===== src/rtl/cache_port_arb.sv =====
// Two-requester round-robin arbiter in front of a single-ported cache.
// Sequence per access: IDLE (accept) -> ISSUE (cache_req) -> WAIT (ack or
// timeout) -> RESP (completion strobe to the owning requester).
// Optional build macro: ARB_PERF_CNT_EN adds saturating grant/stall counters.
module cache_port_arb #(
  parameter int ADDR_W  = 13,
  parameter int DATA_W  = 32,
  parameter int TMO_CYC = 255
) (
  input  logic              clk_in,
  input  logic              reset_in,
  input  logic              req0_valid,
  input  logic              req0_wr,
  input  logic [ADDR_W-1:0] req0_addr,
  input  logic [DATA_W-1:0] req0_wdata,
  output logic              req0_ready,
  output logic              resp0_valid,
  output logic [DATA_W-1:0] resp0_rdata,
  input  logic              req1_valid,
  input  logic              req1_wr,
  input  logic [ADDR_W-1:0] req1_addr,
  input  logic [DATA_W-1:0] req1_wdata,
  output logic              req1_ready,
  output logic              resp1_valid,
  output logic [DATA_W-1:0] resp1_rdata,
  output logic              cache_req,
  output logic              cache_wr,
  output logic [ADDR_W-1:0] cache_addr,
  output logic [DATA_W-1:0] cache_wdata,
  input  logic              cache_ack,
  input  logic [DATA_W-1:0] cache_rdata,
`ifdef ARB_PERF_CNT_EN
  output logic [11:0]       grant0_cnt,
  output logic [11:0]       grant1_cnt,
  output logic [11:0]       stall_cnt,
`endif
  output logic              tmo_err
);

  typedef enum logic [1:0] {S_IDLE, S_ISSUE, S_WAIT, S_RESP} state_t;

  localparam logic [7:0] TMO_LAST = 8'(TMO_CYC - 1);

  state_t              r_state;
  state_t              w_next;
  logic                r_last;
  logic                r_id;
  logic                r_wr;
  logic [ADDR_W-1:0]   r_addr;
  logic [DATA_W-1:0]   r_wdata;
  logic [DATA_W-1:0]   r_rdata;
  logic [7:0]          r_wcnt;
  logic                r_tmo;
  logic                w_gnt0;
  logic                w_gnt1;
  logic                w_tmo_hit;

  // On a tie the requester not granted last wins; a lone requester wins outright.
  assign w_gnt0    = req0_valid & (~req1_valid | r_last);
  assign w_gnt1    = req1_valid & (~req0_valid | ~r_last);
  assign w_tmo_hit = (r_wcnt == TMO_LAST);

  assign cache_wr    = r_wr;
  assign cache_addr  = r_addr;
  assign cache_wdata = r_wdata;

  // State register.
  always_ff @(posedge clk_in or posedge reset_in) begin
    if (reset_in) r_state <= S_IDLE;
    else          r_state <= w_next;
  end

  // Next-state and strobe outputs; ready is gated so reset forces every output low.
  always_comb begin
    w_next      = r_state;
    req0_ready  = 1'b0;
    req1_ready  = 1'b0;
    resp0_valid = 1'b0;
    resp1_valid = 1'b0;
    resp0_rdata = '0;
    resp1_rdata = '0;
    cache_req   = 1'b0;
    tmo_err     = 1'b0;
    case (r_state)
      S_IDLE: begin
        req0_ready = w_gnt0 & ~reset_in;
        req1_ready = w_gnt1 & ~reset_in;
        if (w_gnt0 | w_gnt1) w_next = S_ISSUE;
      end
      S_ISSUE: begin
        cache_req = 1'b1;
        w_next    = S_WAIT;
      end
      S_WAIT: begin
        if (cache_ack || w_tmo_hit) w_next = S_RESP;
      end
      S_RESP: begin
        resp0_valid = ~r_id;
        resp1_valid = r_id;
        resp0_rdata = r_id ? '0 : r_rdata;
        resp1_rdata = r_id ? r_rdata : '0;
        tmo_err     = r_tmo;
        w_next      = S_IDLE;
      end
      default: w_next = S_IDLE;
    endcase
  end

  // Latched access, wait counter and captured read data.
  always_ff @(posedge clk_in or posedge reset_in) begin
    if (reset_in) begin
      r_last  <= 1'b1;
      r_id    <= 1'b0;
      r_wr    <= 1'b0;
      r_addr  <= '0;
      r_wdata <= '0;
      r_rdata <= '0;
      r_wcnt  <= '0;
      r_tmo   <= 1'b0;
    end else begin
      case (r_state)
        S_IDLE: begin
          if (w_gnt0 | w_gnt1) begin
            r_id    <= w_gnt1;
            r_last  <= w_gnt1;
            r_wr    <= w_gnt1 ? req1_wr    : req0_wr;
            r_addr  <= w_gnt1 ? req1_addr  : req0_addr;
            r_wdata <= w_gnt1 ? req1_wdata : req0_wdata;
            r_rdata <= '0;
            r_tmo   <= 1'b0;
          end
        end
        S_ISSUE: r_wcnt <= '0;
        S_WAIT: begin
          r_wcnt <= r_wcnt + 8'd1;
          // An ack in the same cycle as the timeout limit still completes normally.
          if (cache_ack) begin
            if (!r_wr) r_rdata <= cache_rdata;
          end else if (w_tmo_hit) begin
            r_tmo <= 1'b1;
          end
        end
        default: ;
      endcase
    end
  end

`ifdef ARB_PERF_CNT_EN
  // Saturating grant counters per requester and WAIT-cycle counter.
  always_ff @(posedge clk_in or posedge reset_in) begin
    if (reset_in) begin
      grant0_cnt <= '0;
      grant1_cnt <= '0;
      stall_cnt  <= '0;
    end else begin
      if (r_state == S_IDLE && w_gnt0 && grant0_cnt != '1) grant0_cnt <= grant0_cnt + 12'd1;
      if (r_state == S_IDLE && w_gnt1 && grant1_cnt != '1) grant1_cnt <= grant1_cnt + 12'd1;
      if (r_state == S_WAIT && stall_cnt != '1)            stall_cnt  <= stall_cnt + 12'd1;
    end
  end
`endif

endmodule

===== config.mk =====
export PLATFORM = sky130hd
export DESIGN_NAME = cache_port_arb
export DESIGN_NICKNAME = d
export VERILOG_FILES = /design/src/rtl/cache_port_arb.sv
export SDC_FILE = /design/constraint.sdc
export NUM_CORES = 1
export LEC_CHECK = 0
export CORE_ASPECT_RATIO = 1.25
export CORE_MARGIN = 10
export CORE_UTILIZATION = 40
export CTS_BUF_LIST = sky130_fd_sc_hd__clkbuf_4 sky130_fd_sc_hd__clkbuf_8 sky130_fd_sc_hd__clkbuf_16
export CTS_CLUSTER_DIAMETER = 120
export DETAILED_ROUTE_END_ITERATION = 8
export GPL_TIMING_DRIVEN = 0
export PLACE_DENSITY = 0.81
export RECOVER_POWER = 25
export SLEW_MARGIN = 10
export SYNTH_ARGS = -nofsm -noshare
export SYNTH_HDL_FRONTEND = slang
export SYNTH_SLANG_ARGS = --single-unit
export TNS_END_PERCENT = 20

===== constraint.sdc =====
create_clock -name clk_in -period 3.6 [get_ports clk_in]
set_clock_uncertainty 0.05 [all_clocks]
set_input_delay 0.54 -clock clk_in [delete_from_list [all_inputs] [get_ports clk_in]]
set_output_delay 0.54 -clock clk_in [all_outputs]
set_load 0.05 [all_outputs]

==> results of run 1 <==
[logic make-up after synthesis]
logic type	Yosys count	synth area share, %
AOI/OAI and AO/OA	66	8.13
adders and majority gates	6	1.56
buffers and inverters	73	7.06
DFF	91	47.5
muxes	80	16.7
and+or+nand+nor	181	19.1
[state kept, by name, indices dropped and copies added, names as in the netlist]
name         flops
r_state          2
r_tmo            1
r_wcnt           8
cache_wdata     32
r_last           1
cache_wr         1
cache_addr      13
r_rdata         32
r_id             1
[worst paths after layout]
| check | from | endpoint | slack [ns] | depth (start not counted) |
|---|---|---|---|---|
| max | r_state[1] | resp0_rdata[27] | 0.21 | 5 |
| min | cache_wdata[9] | cache_wdata[9] | 0.43 | 2 |
| max reg2reg | r_state[0] | r_rdata[12] | 1.55 | 6 |
| min reg2reg | cache_wdata[9] | cache_wdata[9] | 0.43 | 2 |
| max in group asynchronous | reset_in | cache_wdata[1] | 0.84 | 3 |
| min in group asynchronous | reset_in | r_rdata[11] | 0.69 | 2 |
[worst register-to-register path, cell delays in order (launching register included)]
cell and delay [ns]:
sky130_fd_sc_hd__dfrtp_1 0.40, sky130_fd_sc_hd__inv_1 0.10, sky130_fd_sc_hd__ha_1 0.30, sky130_fd_sc_hd__nor3b_2 0.23, sky130_fd_sc_hd__a211oi_4 0.41, sky130_fd_sc_hd__buf_6 0.24
sky130_fd_sc_hd__mux2i_1 0.23
[through the flow]
stage	utilization [%]	setup WS, ns	hold WS [ns]	cell area (um2)	total power [mW]
4_1_cts	66.7	0.0360	0.435	7790	6.18
3_5_place_dp	64.2	0.0871	0.420	7490	5.23
6_report	66.7	0.207	0.432	7780	6.13
2_1_floorplan	-	0.497	0.402	4800	3.98
3_3_place_gp	63.8	-1.21	0.411	7450	5.13
5_1_grt	66.7	0.0441	0.454	7780	6.50
[metal layers]
metal  GRT usage [%]  share of wire (%)  vias up
li1                -                  -     2172
met1            21.4                 40     2118
met2            33.7                 48      206
met3            7.90                9.2       27
met4            6.91                2.6        0
met5               0                  0        -
[power by group]
group / internal [mW] / switching (mW) / leakage, nW / total, mW
Clock: 0.561 / 0.384 / 0.149 / 0.945
Combinational: 1.26 / 2.28 / 2.22 / 3.53
Sequential: 1.40 / 0.246 / 1.17 / 1.65
[cell usage in the layout (no fill, tap or decap), types with 2 or more instances in the layout]
master / count
sky130_fd_sc_hd__o21ai_0: 21
sky130_fd_sc_hd__o21ai_1: 29
sky130_fd_sc_hd__clkbuf_16: 9
sky130_fd_sc_hd__clkinv_2: 3
sky130_fd_sc_hd__buf_6: 7
sky130_fd_sc_hd__nor2_1: 5
sky130_fd_sc_hd__o22ai_1: 2
sky130_fd_sc_hd__inv_1: 40
sky130_fd_sc_hd__nand2_1: 84
sky130_fd_sc_hd__dfrtp_1: 90
sky130_fd_sc_hd__nand2b_1: 6
sky130_fd_sc_hd__clkbuf_1: 16
sky130_fd_sc_hd__nor2b_1: 2
sky130_fd_sc_hd__buf_2: 5
sky130_fd_sc_hd__clkinvlp_4: 2
sky130_fd_sc_hd__or4_1: 2
sky130_fd_sc_hd__nand3_1: 5
sky130_fd_sc_hd__mux2i_1: 80
sky130_fd_sc_hd__dlymetal6s2s_1: 3
sky130_fd_sc_hd__and2_1: 34
sky130_fd_sc_hd__and3_1: 34
sky130_fd_sc_hd__ha_1: 6
sky130_fd_sc_hd__buf_1: 2
sky130_fd_sc_hd__nand4_1: 2
sky130_fd_sc_hd__clkdlybuf4s50_1: 240
sky130_fd_sc_hd__o211ai_1: 4
sky130_fd_sc_hd__clkbuf_2: 2
[final cells by class]
type	instances	area, um2	share of cell area [%]
Buffer	32	185	2.38
Clock buffer	11	246	3.17
Clock inverter	5	52.6	0.675
Inverter	41	158	2.03
Multi-Input combinational cell	333	2190	28.1
Sequential cell	91	2280	29.3
Tap cell	161	201	2.59
Timing Repair Buffer	246	2470	31.8
[what timing repair did]
item                       4_1_cts  5_1_grt
resized for setup                0        4
setup endpoints to repair        0       11
setup buffers                    0        0
hold endpoints to repair         0        0
==> insert_results.sql, run 1 <==
INSERT INTO impl_metrics (metric_group, metric, value, unit) VALUES
('sta', 'setup_viol', '0', ''),
('floorplanning', 'core', '11700', 'um2'),
('route', 'initialDrtViolationCount', '206', ''),
('clock_network', 'worst_skew_pair.late_latency', '0.33', 'ns'),
('placed_design', 'hpwlAfterDp', '13.9', 'mm'),
('floorplanning', 'design.portCount', '245', ''),
('route', 'routed_wirelength', '16.8', 'mm'),
('min_path', 'min-delay-path-class', 'reg2reg', ''),
('grt', 'grt_pass1_vias', '4919', ''),
('worst_setup_path', 'path_cells', 'ha_1 -> nor2b_2 -> clkbuf_1 -> and2_1 -> clkdlybuf4s50_1', ''),
('worst_setup_path', 'startpoint_class_of_the_critical_path', 'register', ''),
('grt', 'grt_first_pass_wirelength', '26.5', 'mm'),
('synthesis', 'synthArstFlopShare', '100', '%'),
('synthesis', 'postSynthNetCount', '632', ''),
('grt', 'grt_util_all_layers', '19.6', '%'),
('synthesis', 'postSynthCellCount', '497', ''),
('finish', 'diodes', '0', ''),
('route', 'routed-via-count', '4523', ''),
('clock_network', 'max-clock-path-buffers', '2', ''),
('finish', 'num-fill-cells', '962', ''),
('worst_setup_path', 'worst_path_dominant_cell_family', 'buffers and inverters', ''),
('pwr', 'powerDensity', '787', 'nW/um2'),
('sta', 'max_freq', '295', 'MHz'),
('outcome', 'violated_checks', 'capacitance limit, slew limit', ''),
('synthesis', 'synth.area.top_cells', 'sky130_fd_sc_hd__dfrtp_1, sky130_fd_sc_hd__mux2i_1, sky130_fd_sc_hd__nand2_1', ''),
('floorplanning', 'std_cell_rows', '44', ''),
('pwr', 'static_leakage', '3.54', 'nW'),
('clock_network', 'clock-root-buffer', 'sky130_fd_sc_hd__clkbuf_16', ''),
('sta', 'slew_headroom', '-15.3', '%'),
('placed_design', 'dpl.cell_count', '904', ''),
('synthesis', 'yosysMostFrequentCell', 'sky130_fd_sc_hd__dfrtp_1', ''),
('route', 'detailedRoute.firstPassIterationCount', '4', ''),
('finish', 'syn2layout_area_growth', '62.1', '%'),
('worst_setup_path', 'crit_type', 'reg2out', ''),
('worst_setup_path', 'critical_path_buf_inv_count', '2', ''),
('synthesis', 'synth_top_area_share', '46.9', '%'),
('placed_design', 'gp_congestion', '0.855', ''),
('outcome', 'status', 'complete, but fails checks', ''),
('synthesis', 'synthDistinctLibCells', '40', ''),
('worst_setup_path', 'arrival', '2.80', 'ns'),
('sta', 'drv_slew', '33', ''),
('worst_setup_path', 'worst_stage_delay_on_the_critical_path', '0.81', 'ns'),
('clock_network', 'clock-sinks', '91', ''),
('synthesis', 'synth_ff_type', 'sky130_fd_sc_hd__dfrtp_1', ''),
('pwr', 'worst_ir_drop_on_vdd', '0.000409', 'V'),
('clock_network', 'clkSlewWorstSetupHoldPaths', '0.06', 'ns'),
('synthesis', 'ys_ff_latch', '91', ''),
('grt', 'grt_max_degree', '40', ''),
('sta', 'setup-tns-final', '0', 'ns'),
('route', 'wire_per_inst', '18.2', 'um'),
('clock_network', 'cts_inserted_buffers', '9', ''),
('floorplanning', 'die_x', '118', 'um'),
('synthesis', 'synth_top_area_cell', 'sky130_fd_sc_hd__dfrtp_1', ''),
('flow_run', 'maxCapViolCount', '1', ''),
('clock_network', 'cts_tree', 'built', ''),
('worst_setup_path', 'cp_max_fo', '10', ''),
('clock_network', 'cts_hold_repair.buffers', '0', ''),
('route', 'vias_per_cell', '4.92', ''),
('floorplanning', 'initial_core_util', '41.1', '%'),
('grt', 'antenna_found_initial', '0', ''),
('sta', 'final_period_minus_worst_setup_slack', '3.39', 'ns'),
('synthesis', 'netlist_top_cells_count', 'sky130_fd_sc_hd__dfrtp_1, sky130_fd_sc_hd__nand2_1, sky130_fd_sc_hd__mux2i_1', ''),
('synthesis', 'netlist_area', '4800', 'um2'),
('route', 'detail-route-antenna-nets', '0', ''),
('sta', 'worst_slew_pin_slew', '1.73', 'ns'),
('floorplanning', 'chipHeight', '142', 'um'),
('route', 'drcViolationCount', '0', ''),
('worst_setup_path', 'critical-path-slowest-cell', 'sky130_fd_sc_hd__clkdlybuf4s50_1', ''),
('sta', 'grt_setup_unrepaired', 'false', ''),
('finish', 'layout-drive-gt1-share', '5.27', '%'),
('clock_network', 'cts_htree_levels', '3', '');
No activity file was read; power rests on OpenSTA's default activity.
==> inputs of run 2 (changes only) <==
- GPL_ROUTABILITY_DRIVEN: default -> 0
==> results of run 2 <==
Final layout, timing and power as in run 1 (identical DEF).
==> inputs of run 3 (changes only) <==
- CAP_MARGIN: default -> 20
==> insert_results.sql, run 3 (synthesis results as in run 1) <==
INSERT INTO impl_metrics (metric_group, metric, value, unit) VALUES
('clock_network', 'cts_tree', 'built', ''),
('route', 'wire_per_inst', '18.2', 'um'),
('finish', 'diodes', '0', ''),
('sta', 'post-route-worst-setup-slack', '0.207', 'ns'),
('floorplanning', 'initial_core_util', '41.1', '%'),
('route', 'detail-route-antenna-nets', '0', ''),
('worst_setup_path', 'cp_max_fo', '10', ''),
('clock_network', 'clkSlewWorstSetupHoldPaths', '0.06', 'ns'),
('finish', 'layout.nets', '889', ''),
('finish', 'layout-drive-gt1-share', '5.27', '%'),
('outcome', 'violated_checks', 'capacitance limit, slew limit', ''),
('clock_network', 'worst_skew_pair.late_latency', '0.33', 'ns'),
('clock_network', 'post_cts.repair.setup_buffers', '0', ''),
('route', 'drcViolationCount', '0', ''),
('route', 'initialDrtViolationCount', '206', ''),
('grt', 'grt_first_pass_wirelength', '26.5', 'mm'),
('grt', 'grt_util_all_layers', '19.6', '%'),
('finish', 'stdcell_count', '920', ''),
('flow_run', 'maxCapViolCount', '1', ''),
('finish', 'num-fill-cells', '962', ''),
('grt', 'antenna_found_initial', '0', ''),
('floorplanning', 'design.portCount', '245', ''),
('sta', 'slew_headroom', '-15.3', '%'),
('sta', 'min_period_over_period', '94.3', '%'),
('route', 'routed-via-count', '4523', ''),
('clock_network', 'cts_htree_levels', '3', ''),
('pwr', 'static_leakage', '3.54', 'nW'),
('sta', 'drv_slew', '33', ''),
('sta', 'final.hold.worst_slack', '0.432', 'ns'),
('finish', 'final_common_cell', 'sky130_fd_sc_hd__clkdlybuf4s50_1', ''),
('placed_design', 'buffer_ports.inserted', '244', ''),
('grt', 'grt-ovfl-total', '0', ''),
('floorplanning', 'chipHeight', '142', 'um'),
('placed_design', 'dpl.cell_count', '904', ''),
('worst_setup_path', 'worst_ep_required_time', '3.01', 'ns'),
('clock_network', 'clock-sinks', '91', ''),
('grt', 'grt_pass1_vias', '4919', ''),
('clock_network', 'clock-root-buffer', 'sky130_fd_sc_hd__clkbuf_16', ''),
('grt', 'grt_max_degree', '40', ''),
('placed_design', 'hpwlAfterDp', '13.9', 'mm'),
('min_path', 'min-delay-path-class', 'reg2reg', ''),
('floorplanning', 'core', '11700', 'um2'),
('pwr', 'worst_ir_drop_on_vdd', '0.000409', 'V'),
('sta', 'max_freq', '295', 'MHz'),
('finish', 'mostFrequentLayoutCells', 'sky130_fd_sc_hd__clkdlybuf4s50_1, sky130_fd_sc_hd__dfrtp_1, sky130_fd_sc_hd__nand2_1, sky130_fd_sc_hd__mux2i_1, sky130_fd_sc_hd__inv_1', ''),
('worst_setup_path', 'arrival', '2.80', 'ns'),
('sta', 'final_period_minus_worst_setup_slack', '3.39', 'ns'),
('pwr', 'powerDensity', '787', 'nW/um2'),
('worst_setup_path', 'startpoint_class_of_the_critical_path', 'register', ''),
('sta', 'final_hold_viol_count', '0', ''),
('route', 'routed_wirelength', '16.8', 'mm'),
('floorplanning', 'area_of_the_die', '16800', 'um2'),
('pwr', 'fin_total_pwr', '6.13', 'mW'),
('placed_design', 'pre_cts_ws', '0.0871', 'ns'),
('route', 'detailedRoute.firstPassIterationCount', '4', ''),
('floorplanning', 'die_x', '118', 'um'),
('route', 'vias_per_cell', '4.92', ''),
('sta', 'worst_slew_pin_slew', '1.73', 'ns'),
('clock_network', 'cts_inserted_buffers', '9', ''),
('worst_setup_path', 'crit_type', 'reg2out', ''),
('finish', 'syn2layout_area_growth', '62.1', '%'),
('worst_setup_path', 'worst_setup_path_end_kind', 'output pin', ''),
('sta', 'setup_viol', '0', ''),
('sta', 'grt_setup_unrepaired', 'false', ''),
('floorplanning', 'std_cell_rows', '44', ''),
('clock_network', 'max-clock-path-buffers', '2', ''),
('outcome', 'status', 'complete, but fails checks', '');
[run 3: cell counts in the layout (fill, tap and decap cells not counted)]
Identical to the previous run, type by type.
[run 3: final cells by class]
cell class                      count  area, um2  area share, %
Buffer                             32        185           2.38
Timing Repair Buffer              246       2470           31.8
Multi-Input combinational cell    333       2190           28.1
Clock inverter                      5       52.6          0.675
Sequential cell                    91       2280           29.3
Tap cell                          161        201           2.59
Inverter                           41        158           2.03
Clock buffer                       11        246           3.17
[run 3: worst max-delay path, stage by stage (launching register included)]
cell,delay [ns]
sky130_fd_sc_hd__dfrtp_1,0.42
sky130_fd_sc_hd__ha_1,0.34
sky130_fd_sc_hd__nor2b_2,0.34
sky130_fd_sc_hd__clkbuf_1,0.35
sky130_fd_sc_hd__and2_1,0.20
sky130_fd_sc_hd__clkdlybuf4s50_1,0.81
[run 3: path summary, 6_finish.rpt]
path | start | endpoint | slack [ns] | cells after the start
worst max-delay path | r_state[1] | resp0_rdata[27] | 0.21 | 5
worst min-delay path | cache_wdata[9] | cache_wdata[9] | 0.43 | 2
worst max register to register | r_state[0] | r_rdata[12] | 1.55 | 6
worst min register to register | cache_wdata[9] | cache_wdata[9] | 0.43 | 2
max in group asynchronous | reset_in | cache_wdata[1] | 0.84 | 3
min in group asynchronous | reset_in | r_rdata[11] | 0.69 | 2
[run 3: stage by stage]
stage / util [%] / instance area, um2 / TNS [ns]
6_report: 66.7 / 7780 / 0
5_1_grt: 66.7 / 7780 / 0
4_1_cts: 66.7 / 7790 / 0
3_5_place_dp: 64.2 / 7490 / 0
3_3_place_gp: 63.8 / 7450 / -1.21
2_1_floorplan: - / 4800 / 0
[run 3: layer usage]
layer | track usage, % | wire length [um]
met1 | 21.4 | 6680
met2 | 33.7 | 8090
met3 | 7.90 | 1550
met4 | 6.91 | 434
met5 | 0 | 0
[run 3: timing repair]
action	CTS	global route
endpoints found under the setup margin	0	11
hold buffers	0	0
gates resized for setup	0	4
[run 3: report_power, final]
part / internal, mW / switching [mW] / leakage, nW
Sequential: 1.40 / 0.246 / 1.17
Clock: 0.561 / 0.384 / 0.149
Combinational: 1.26 / 2.28 / 2.22
